**config.mk**
```make
export PLATFORM = sky130hd
export DESIGN_NAME = sipo_collector
export DESIGN_NICKNAME = d
export VERILOG_FILES = /design/src/rtl/sipo_collector.sv
export SDC_FILE = /design/constraint.sdc
export NUM_CORES = 1
export LEC_CHECK = 0
export ABC_CLOCK_PERIOD_IN_PS = 1300
export CAP_MARGIN = 15
export CORE_AREA = 2 2 39 41
export DETAILED_ROUTE_END_ITERATION = 7
export DIE_AREA = 0 0 41 43
export MAX_ROUTING_LAYER = met4
export PLACE_DENSITY = 0.63
export SKIP_LAST_GASP = 1
export SLEW_MARGIN = 30
export SYNTH_ARGS = -nofsm -noshare
export SYNTH_HDL_FRONTEND = slang
export SYNTH_SLANG_ARGS = --single-unit
```
**constraint.sdc**
```tcl
create_clock -name i_clk -period 1.3 [get_ports i_clk]
set_clock_uncertainty 0.2 [all_clocks]
set_input_delay 0.13 -clock i_clk [delete_from_list [all_inputs] [get_ports i_clk]]
set_output_delay 0.13 -clock i_clk [all_outputs]
set_load 0.1 [all_outputs]
```
**src/rtl/sipo_collector.sv**
```systemverilog
// Serial-in parallel-out collector: MSB-first frames into a double-buffered output word.
// Optional trailing even-parity bit per frame when SIPO_COLLECTOR_PARITY_EN is defined.
module sipo_collector #(
  parameter int W = 4
) (
  input  logic         i_clk,
  input  logic         i_rst,
  input  logic         i_s,
  input  logic         i_shift,
  input  logic         i_ready,
  output logic [W-1:0] o_p,
  output logic         o_valid,
  output logic         o_overrun
`ifdef SIPO_COLLECTOR_PARITY_EN
  ,
  output logic         o_perr
`endif
);

`ifdef SIPO_COLLECTOR_PARITY_EN
  localparam int F = W + 1;
`else
  localparam int F = W;
`endif
  localparam int CW = $clog2(F);
  localparam logic [CW-1:0] LAST = CW'(F - 1);

`ifdef SIPO_COLLECTOR_PARITY_EN
  // Even parity over data plus parity bit; a set result flags an error.
  function automatic logic f_parity_err(input logic [F-1:0] frame);
    return ^frame;
  endfunction
`endif

  logic [F-2:0]  r_shift;
  logic [CW-1:0] r_cnt;
  logic [F-1:0]  w_frame;
  logic          w_done;
  logic          w_load;

  // Frame as it stands once the bit sampled this edge is included.
  always_comb begin
    w_frame = {r_shift, i_s};
    w_done  = 1'b0;
    w_load  = 1'b0;
    if (i_shift && (r_cnt == LAST)) begin
      w_done = 1'b1;
      w_load = (!o_valid) || i_ready;
    end else begin
      w_done = 1'b0;
      w_load = 1'b0;
    end
  end

  // Shift register and bit counter; both hold across i_shift=0 gaps.
  always_ff @(posedge i_clk) begin
    if (i_rst) begin
      r_shift <= '0;
      r_cnt   <= '0;
    end else if (i_shift) begin
      r_shift <= w_frame[F-2:0];
      r_cnt   <= w_done ? '0 : r_cnt + CW'(1);
    end else begin
      r_shift <= r_shift;
      r_cnt   <= r_cnt;
    end
  end

  // Output word register: load when free or being drained, else drop and flag overrun.
  always_ff @(posedge i_clk) begin
    if (i_rst) begin
      o_p       <= '0;
      o_valid   <= 1'b0;
      o_overrun <= 1'b0;
`ifdef SIPO_COLLECTOR_PARITY_EN
      o_perr    <= 1'b0;
`endif
    end else if (w_load) begin
`ifdef SIPO_COLLECTOR_PARITY_EN
      o_p       <= w_frame[F-1:1];
      o_perr    <= f_parity_err(w_frame);
`else
      o_p       <= w_frame;
`endif
      o_valid   <= 1'b1;
    end else if (w_done) begin
      o_overrun <= 1'b1;
    end else if (o_valid && i_ready) begin
      o_valid   <= 1'b0;
    end else begin
      o_valid   <= o_valid;
    end
  end

endmodule

```
==> results of run 1 <==
cells by family (layout without fill, tap and decap cells):
kind of cell | after synthesis | count (layout)
AOI/OAI and AO/OA | 2 | 2
adders and majority gates | 1 | 1
buffers and inverters | 2 | 18
DFF | 11 | 11
muxes | 9 | 9
and+or+nand+nor | 19 | 19
final cells by class:
class	instances	area [um2]	area share
sequential	11	232.7	0.3275
multi-input combinational	31	241.5	0.3398
timing repair buffer	14	190.2	0.2676
tap	16	20.02	0.02817
clock buffer	4	26.28	0.03697
worst max-delay path, delay by kind of cell, from the launching register on:
kind	cells	cell delay, ps
AND/OR/NAND/NOR	2	200
multiplexers	1	190
flip-flops	1	340
adder cells (fa/ha/maj)	1	200
worst min-delay path by stage:
stage,startpoint,to,slack (ps)
6_report,r_shift[2],o_p[3],280
3_5_place_dp,r_shift[2],o_p[3],280
4_1_cts,i_s,o_p[0],280
3_3_place_gp,r_shift[2],o_p[3],270
5_1_grt,r_shift[2],o_p[3],310
2_1_floorplan,i_s,o_p[0],80
registers in the layout (all words and copies together) (netlist names):
| signal | cells |
|---|---|
| r_shift | 3 |
| o_p | 4 |
| o_valid | 1 |
| o_overrun | 1 |
| r_cnt | 2 |
placed cells by master, fill, tap and decap left out, drive strengths merged:
master / instances
dfxtp: 11
buf: 10
mux2i: 9
nor2: 9
nand2b: 8
clkdlybuf4s50: 4
clkbuf: 4
nor2b: 1
a31oi: 1
nand2: 1
a21oi: 1
ha: 1
metrics by stage:
step / utilization / instances / hold slack [ps]
after CTS: 0.5099 / 76 / 284.7
after global routing: 0.5136 / 76 / 307.8
after detailed placement: 0.4910 / 72 / 278.5
final: 0.5136 / 76 / 283.1
after floorplan: - / 44 / 77.16
after global placement: 0.4910 / 72 / 272.3
timing repair:
| item | 4_1_cts | 5_1_grt |
|---|---|---|
| buffers inserted | 0 | 0 |
| endpoints found under the setup margin | 0 | 4 |
| gates resized for setup | 0 | 3 |
Yosys cell counts:
cell      number  area share
dfxtp_1       11        0.46
mux2i_1        9        0.19
nand2b_1       8        0.11
nor2_1         8       0.063
a21oi_1        1       0.011
a31oi_1        1       0.013
buf_2          1       0.011
buf_6          1       0.024
ha_1           1       0.026
nand2_4        1       0.024
nor2_8         1       0.042
nor2b_4        1       0.029
power groups by stage:
stage	registers, mW	clock network (mW)	logic (mW)
3_3_place_gp	0.359	0	0.0726
3_5_place_dp	0.360	0	0.0728
6_report	0.353	0.221	0.0722
4_1_cts	0.352	0.231	0.0731
2_1_floorplan	0.364	0	0.0404
5_1_grt	0.355	0.260	0.0792
per-layer routing:
| layer | vias up | global-route usage | routed length (um) | share of wire |
|---|---|---|---|---|
| met2 | 8 | 0.1406 | 289 | 0.43 |
| met3 | 2 | 0.06283 | 34 | 0.051 |
| met4 | 0 | 0.06000 | 14 | 0.021 |
| li1 | 175 | - | - | - |
| met5 | - | - | 0 | 0 |
| met1 | 144 | 0.1107 | 333 | 0.50 |
==> metrics.md, run 1 <==
| Metric | Value |
|---|---|
| Internal power | `0.5049 mW` |
| Drt pass-1 iters | `4` |
| Die ar. | `0.001763 mm2` |
| Clk sinks | `11` |
| Hold Path Depth | `2` |
| Main combinational cell family by area after synthesis | `simple AND/OR/NAND/NOR gates` |
| Comb pwr share | `0.112` |
| Yosys reg bits | `11` |
| Via density | `4.329` |
| H-Tree Depth | `1` |
| Power share of the clock group | `0.342` |
| Initial antenna violation count | `0` |
| Area share of and/or/nand/nor cells after synthesis | `0.2632` |
| Multiplexer area fraction after synthesis | `0.1895` |
| Final HPWL DP | `565.3 um` |
| GPL Wtd Cong | `approximately 0.7` |
| Crit path to | `o_p[1]` |
| LEAKAGE | `0.2799 nW` |
| # IOs | `11` |
| Hold_buf cts | `0` |
| CP max stage delay | `approximately 340 ps` |
| Nature of the critical path startpoint | `flip-flop` |
| CTS buffer count | `3` |
| Layout fillers | `122` |
| Routed wire per std cell | `8.842 um` |
| Ys Warns | `0` |
| Pin count of the biggest net entering global routing | `11` |
| Die W | `41 um` |
| CTS tree | `yes` |
| Max Fanout on Critical Path | `4` |
| Clock-pin transition on the worst setup and hold timing paths | `70 ps` |
| R2r worst-path depth | `4` |
| Clock Latency Late Sink | `260 ps` |
| Sw frac | `0.2188` |
| Min cycle time layout | `1195 ps` |
| DP Area | `just under 700 um2` |
| Post-synthesis sequential area ratio | `0.4632` |
| Switching power | `0.1414 mW` |
| Final hold vios | `0` |
| Post-Syn Nets | `50` |
| RSZ-0062 raised after global routing | `no` |
| Initial Util | `0.3436` |
| Synth cell types | `12` |
| Endpoints failing setup | `0` |
| Total power | `0.6463 mW` |
| Max Cap Viol | `0` |
| Status | `finished, final reports clean` |
| Cell count after synthesis | `44` |
| R2r setup slk | `100 ps` |
| Setup ws final | `approximately 100 ps` |
| RR Startpoint | `r_cnt[0]` |
| Initial drt markers | `5` |
| Vias in the first global route | `approximately 300` |
| Crit. End Element | `flip-flop` |
| WP data arrival | `1180 ps` |
| First-pass GRT wire length | `1152 um` |
| Setup TNS | `0 ps` |
| Actual slew at the worst max-slew pin | `242.2 ps` |
| Adder-cell share of the synthesized area | `0.02632` |
| Share of post-route cells with drive strength above 1 | `0.4167` |
| Avg Cell Area, Syn | `approximately 11 um2` |
| Power density over the cells | `between 900 and 1000 mW/mm2` |
| Synth Area in Compound Gates | `0.02368` |
| Final period util | `0.9194` |
| Cell area after layout | `710.7 um2` |
| Worst VDD drop | `0.7331 mV` |
| IO Port Bufs | `10` |
| Antenna cells | `0` |
| Critical R2R Capture | `o_p[1]` |
| Root buffer cell | `clkbuf_4` |
| Core area | `0.001384 mm2` |
| Fin. max-slew vios | `0` |
| All-Layer GR Usage | `0.1033` |
| CP cell instances | `ha_2 > nand2_4 > nor2_8 > mux2i_1` |
| Critical Setup Path Class | `flip-flop to flip-flop` |
| Row cnt | `14` |
| Slew headroom | `0.8381` |
| Sequential fraction of design power | `0.547` |
| Mapped Area | `475.5 um2` |
| Hold WC Path Type | `flip-flop to flip-flop` |
| Slowest stage cell, crit path | `dfxtp_2` |
| Area Overhead vs Synth | `49.47%` |
| Critical Path RT | `roughly 1300 ps` |
| Worst Setup SP | `r_cnt[0]` |
| Synth Area in XOR/XNOR | `0` |
| DR vias | `329` |
| Setup WS pre-CTS | `-141.8 ps` |
| Max Root-Sink Buffers | `2` |
| Fin nets | `67` |
| Number of remaining DRC errors | `0` |
| Die height | `43 um` |
| GR Overflow Total | `0` |
| Number of routed nets with antenna violations | `0` |
| Overall routed net length | `672 um` |
| Max Fclk | `836.7 MHz` |
Note: power is estimated with default switching activity, not from simulation.
==> run 2, diff against run 1 <==
ABC_CLOCK_PERIOD_IN_PS = 1200   (was 1300)
PLACE_DENSITY = 0.6   (was 0.63)
clock period = 1.2 ns   (was 1.3 ns; I/O delays follow)
==> metrics.md, run 2 (synthesis gave the netlist of run 1 again) <==
| Metric | Value |
|---|---|
| Status | `finished, final reports clean (unchanged)` |
| Initial antenna violation count | `0 (unchanged)` |
| Final Util | `0.5335 (was 0.5136)` |
| Critical Path RT | `1160 ps (was 1280 ps)` |
| Final hold vios | `0 (unchanged)` |
| LEAKAGE | `0.2912 nW (was 0.2799 nW)` |
| DR vias | `338 (was 329)` |
| Row cnt | `14 (unchanged)` |
| Number of remaining DRC errors | `0 (unchanged)` |
| Largest register FFs | `4 (unchanged)` |
| # IOs | `11 (unchanged)` |
| Fin nets | `69 (was 67)` |
| Hold_buf cts | `0 (unchanged)` |
| Endpoints failing setup | `0 (unchanged)` |
| Clk sinks | `11 (unchanged)` |
| Clock-pin transition on the worst setup and hold timing paths | `70 ps (about the same)` |
| Pin count of the biggest net entering global routing | `11 (unchanged)` |
| Slowest stage cell, crit path | `dfxtp_2 (unchanged)` |
| Max Fanout on Critical Path | `3 (was 4)` |
| Placed cells | `74 (was 72)` |
| Most common cell after layout, fill and taps aside | `mux2i_1 (unchanged)` |
| WP data arrival | `1110 ps (was 1180 ps)` |
| Core area | `0.001384 mm2 (unchanged)` |
| Number of routed nets with antenna violations | `0 (unchanged)` |
| Max Fclk | `869.4 MHz (was 836.7 MHz)` |
| Overall routed net length | `786 um (was 672 um)` |
| Initial drt markers | `1 (was 5)` |
| H-Tree Depth | `1 (unchanged)` |
| Max Root-Sink Buffers | `2 (unchanged)` |
| Power density over the cells | `986.5 mW/mm2 (was 909.4 mW/mm2)` |
| Routed wire per std cell | `10.08 um (was 8.842 um)` |
| Actual slew at the worst max-slew pin | `244.5 ps (was 242.2 ps)` |
| GR Overflow Total | `0 (unchanged)` |
| Critical Setup Path Class | `flip-flop to flip-flop (unchanged)` |
| Via density | `4.333 (was 4.329)` |
| Die ar. | `0.001763 mm2 (unchanged)` |
| Fin. max-slew vios | `0 (unchanged)` |
| Grt met2 use | `0.1625 (was 0.1406)` |
| Top reg by flops | `o_p (unchanged)` |
| GR Util met3 | `0.03141 (was 0.06283)` |
| CP cell instances | `ha_4 > buf_4 > a31oi_1 > nor2_1 (was ha_2 > nand2_4 > nor2_8 > mux2i_1)` |
| Final HPWL DP | `592.6 um (was 565.3 um)` |
| Share of post-route cells with drive strength above 1 | `0.4516 (was 0.4167)` |
| RSZ-0062 raised after global routing | `yes (was no)` |
| Min cycle time layout | `1150 ps (was 1195 ps)` |
| Die W | `41 um (unchanged)` |
| Top Registers | `o_p x4, r_shift x3, r_cnt x2 (unchanged)` |
| GPL Wtd Cong | `0.7221 (was 0.7098)` |
| CTS buffer count | `3 (unchanged)` |
| Final period util | `0.9585 (was 0.9194)` |
| GRT busiest layer | `met2 (unchanged)` |
| Nature of the critical path startpoint | `flip-flop (unchanged)` |
| Clock Latency Late Sink | `260 ps (about the same)` |
| CP Buf/Inv Count | `1 (was 0)` |
| Initial Util | `0.3436 (unchanged)` |
| Slew headroom | `0.8365 (was 0.8381)` |
| Root buffer cell | `clkbuf_4 (unchanged)` |
| Max Cap Viol | `0 (unchanged)` |
| Drt pass-1 iters | `3 (was 4)` |
| Commonest cells after routing, fill and taps aside | `9 x mux2i_1, 8 x nand2b_1, 7 x nor2_1, 7 x dfxtp_2 (was 9 x mux2i_1, 8 x nor2_1, 8 x nand2b_1)` |
| Crit. End Element | `flip-flop (unchanged)` |
| Vias in the first global route | `333 (was 296)` |
| M1 GR Usage | `0.1414 (was 0.1107)` |
| Top cell family by delay on the critical path | `flip-flops (unchanged)` |
| All-Layer GR Usage | `0.1202 (was 0.1033)` |
| Area Overhead vs Synth | `55.26% (was 49.47%)` |
| IO Port Bufs | `10 (unchanged)` |
| Antenna cells | `0 (unchanged)` |
| Hold WC Path Type | `input pin to flip-flop (was flip-flop to flip-flop)` |
| Die height | `43 um (unchanged)` |
| CP max stage delay | `340 ps (about the same)` |
| First-pass GRT wire length | `1311 um (was 1152 um)` |
| Worst VDD drop | `0.4287 mV (was 0.7331 mV)` |
| Non-Filler Instances | `78 (was 76)` |
| CTS tree | `yes (unchanged)` |
[run 2: changes by cell type in the layout (fill, tap and decap cells not counted), sizes merged]
cell and change:
buf +2
[run 2: worst paths after layout]
| check | startpoint | endpoint | slack [ps] | cells after the start |
|---|---|---|---|---|
| setup / recovery | r_cnt[1] | o_overrun | 50 | 4 |
| hold / removal | i_s | o_p[0] | 250 | 3 |
| setup reg to reg | r_cnt[1] | o_overrun | 50 | 4 |
| hold reg to reg | r_shift[2] | o_p[3] | 270 | 2 |
[run 2: layout make-up]
type	instances	area, um2
timing repair buffer	16	205.2
tap	16	20.02
fill	123	645.6
sequential	11	232.7
clock buffer	4	26.28
multi-input combinational	31	254.0
[run 2: report_power, final]
| group | leakage [nW] | switching (mW) | total, mW | internal (mW) |
|---|---|---|---|---|
| Sequential | 0.0934 | 0.00949 | 0.384 | 0.375 |
| Clock | 0.0150 | 0.125 | 0.254 | 0.129 |
| Combinational | 0.183 | 0.0379 | 0.0899 | 0.0520 |
| Total | 0.291 | 0.173 | 0.728 | 0.555 |
[run 2: what timing repair did]
action	in CTS	in global routing
gates resized for setup	4	1
pin swaps	2	2
gates cloned	0	0
setup endpoints to repair	6	5
setup buffers	0	0
[run 2: worst reg2reg max path: cells and delay by family, from the launching register on]
| kind | cells | cell delay [ps] |
|---|---|---|
| AND/OR/NAND/NOR | 1 | 50 |
| adder cells (fa/ha/maj) | 1 | 160 |
| AO/OA/AOI/OAI | 1 | 160 |
| flip-flops | 1 | 340 |
| buffers and inverters | 1 | 140 |
[run 2: stage by stage]
step	instance area, um2	setup TNS, ps	hold slack [ps]	power [mW]	worst slack [ps]
after CTS	735.7	0	252.3	0.7435	24.47
final	738.2	0	254.8	0.7282	49.80
after floorplan	485.5	-325.6	67.16	0.4381	-67.43
after global routing	738.2	-76.04	287.2	0.7627	-25.99
after global placement	694.4	-1681	271.0	0.4749	-183.9
after detailed placement	694.4	-1752	267.3	0.4764	-195.9
[run 2: layer usage]
layer | share of wire | vias up
met1 | 0.47 | 151
met3 | 0.056 | 2
met2 | 0.46 | 7
met4 | 0.019 | 0
li1 | - | 178
met5 | 0 | -
==> variant, RTL diff (settings of run 1) <==
The option `SIPO_COLLECTOR_PARITY_EN` is turned on by a define.
--- a/src/rtl/sipo_collector.sv
+++ b/src/rtl/sipo_collector.sv
@@ -1,5 +1,7 @@
 // Serial-in parallel-out collector: MSB-first frames into a double-buffered output word.
 // Optional trailing even-parity bit per frame when SIPO_COLLECTOR_PARITY_EN is defined.
+`define SIPO_COLLECTOR_PARITY_EN
+
 module sipo_collector #(
   parameter int W = 4
 ) (
Function (old outputs only; new: o_perr): changed (a bounded check fails within 10 cycles, from zero or initial values and one cycle with i_rst high).
==> variant against run 1 <==
The run now ends with setup timing left. Global-route usage rose by 8.3 points. Sequential power rose by 27%. Final cell count rose by 28%. Setup slack got worse by 210 ps. Area after synthesis rose by 23%. Sequential cell count rose by 3. Routed wire length rose by 80%. Final area rose by 34%. Fmax fell by 15%. Total power rose by 39%. Critical path depth rose by 2. Largest power group unchanged.
==> variant: results (changes against run 1) <==
MULTIPLEXER_AREA_FRACTION_AFTER_SYNTHESIS_PCT=15.4  # was 18.9%
SYNTH_TOP_CELLS_BY_COUNT='dfxtp_1, nor2_1, mux2i_1'  # was dfxtp_1, mux2i_1, nand2b_1, nor2_1
GP_CONGESTION=0.698  # was 0.710
SYNTH.AREA.TOP_CELLS='dfxtp_1, mux2i_1, nor2_1'  # was dfxtp_1, mux2i_1, nand2b_1
SYNTH.YOSYS.SEQ_AREA_SHARE_PCT=47.9  # was 46.3%
SLEW_HEADROOM_PCT=85.1  # was 83.8%
POWER.STATIC_LEAKAGE_uW=0.000378  # was 0.000280 µW
SYNTH_ASYNC_SR_FLOP_SHARE_PCT=0  # unchanged
NETLIST_INSTANCES=59  # was 44
SETUP_SLACK_PS=-101  # was 105 ps
NUM_VIAS=478  # was 329
DETAILEDPLACEMENTHPWL_UM=828  # was 565 µm
SYNTH_XOR_XNOR_AREA_SHARE_PCT=8.33  # was 0%
TIMING.CRITICAL_PATH.FANOUT_MAX=3  # was 4
FIN_HOLD_WS_PS=305  # was 283 ps
GRT_START_MAX_NET_PINS=10  # was 11
GLOBAL_ROUTE_WIRE_LENGTH_BEFORE_REPAIR_UM=2090  # was 1150 µm
IO_BUFFER_COUNT=11  # was 10
SEQCELLAREA_UM2=297  # was 233 µm²
STATUS='finished, violations left'  # was finished clean
FINAL_NETS=89  # was 67
SWSHARE_PCT=24.0  # was 21.9%
GRT.TOTAL_USAGE_PCT=18.6  # was 10.3%
NUMBER_OF_ANTENNA_VIOLATIONS_AT_THE_FIRST_CHECK_IN_GLOBAL_ROUTING=0  # unchanged
DRTPASS1ITERATIONS=2  # was 4
YOSYS.AREA_SHARE.ADDER_PCT=4.27  # was 2.63%
DETAIL_ROUTE.WIRELENGTH_UM=1210  # was 672 µm
DETAIL_ROUTE.WL_PER_CELL_UM=12.5  # was 8.84 µm
SYNTH_FP_NETS=66  # was 50
FAILING_CHECKS='setup timing'
VDD.IR_DROP.WORST_uV=550  # was 733 µV
FILLERINSTANCES=106  # was 122
BIGGESTREGSBYFLOPS='o_p: 4 flops, r_shift: 4 flops, r_cnt: 3 flops'  # was o_p: 4 flops, r_shift: 3 flops, r_cnt: 2 flops
CLK_LATENCY_PS=280  # was 260 ps
DRT_ITER0_MARKERS=1  # was 5
NUMBER_OF_GLOBAL_ROUTE_VIAS_BEFORE_REPAIR=489  # was 296
SETUP-VIOLATIONS-FINAL=8  # was 0
YOSYS.CELL_TYPES.COUNT=19  # was 12
POST_ROUTE_CELLS_DRIVE_ABOVE_1_SHARE_PCT=53.1  # was 41.7%
CRITICAL_PATH_ARRIVAL_PS=1380  # was 1180 ps
DP_AREA_UM2=863  # was 679 µm²
PLACE.DETAILED.INSTANCES=92  # was 72
SYNTH_COMPOUND_GATE_AREA_SHARE_PCT=4.91  # was 2.37%
CTS.CLK_SLEW.WORST_PATHS_PS=90  # was 70 ps
CTS-ROOT-TO-SINK-BUFFERS=2  # unchanged
MIN-DELAY-PATH-CLASS='reg2reg'  # unchanged
TNS_PS=-682  # was 0 ps
POST_PLACE_WORST_SLACK_PS=-203  # was -142 ps
## variant: repair_timing
| item | 4_1_cts | 5_1_grt |
|---|---|---|
| resized for setup | 6 | 6 |
| pin swaps | 5 | 5 |
| buffers inserted | 1 | 0 |
| endpoints found under the setup margin | 8 | 9 |
## variant: power by group through the flow
stage | logic, µW | registers [µW] | clock network (µW)
floorplan | 54.7 | 459 | 0
global placement | 107 | 456 | 0
detailed placement | 109 | 457 | 0
CTS | 123 | 448 | 324
global route | 145 | 450 | 345
finish | 136 | 447 | 315
## variant: metal layers
| layer | routed length [µm] | track usage, % | vias to the layer above |
|---|---|---|---|
| met2 | 599 | 28.1 | 8 |
| met3 | 38 | 3.14 | 4 |
| met1 | 546 | 22.6 | 225 |
| met4 | 26 | 10.0 | 0 |
| met5 | 0 | - | - |
| li1 | - | - | 241 |
## variant: path summary, 6_finish.rpt
path              cells after the start  startpoint        end  slack (ps)
hold reg to reg                       2   o_overrun  o_overrun         300
setup reg to reg                      6    r_cnt[1]  o_overrun        -100
setup / recovery                      6    r_cnt[1]  o_overrun        -100
hold / removal                        2   o_overrun  o_overrun         300
## variant: layout make-up
class / instances / area share, %
clock buffer: 4 / 3.81
inverter: 2 / 0.787
sequential: 14 / 31.1
timing repair buffer: 20 / 26.0
tap: 16 / 2.10
multi-input combinational: 41 / 36.2
## variant: cell families after synthesis
kind of cell	count (synthesis)
xor gates and xnor gates	4
adders and majority gates	2
muxes	9
AOI/OAI and AO/OA	5
DFF	14
buffers and inverters	4
and+or+nand+nor	21
## variant: worst max-delay path: cells and delay by family, from the launching register on
kind / cells / cell delay [ps]
adder cells (fa/ha/maj): 1 / 170
AO/OA/AOI/OAI: 1 / 120
AND/OR/NAND/NOR: 2 / 270
buffers and inverters: 2 / 190
flip-flops: 1 / 340
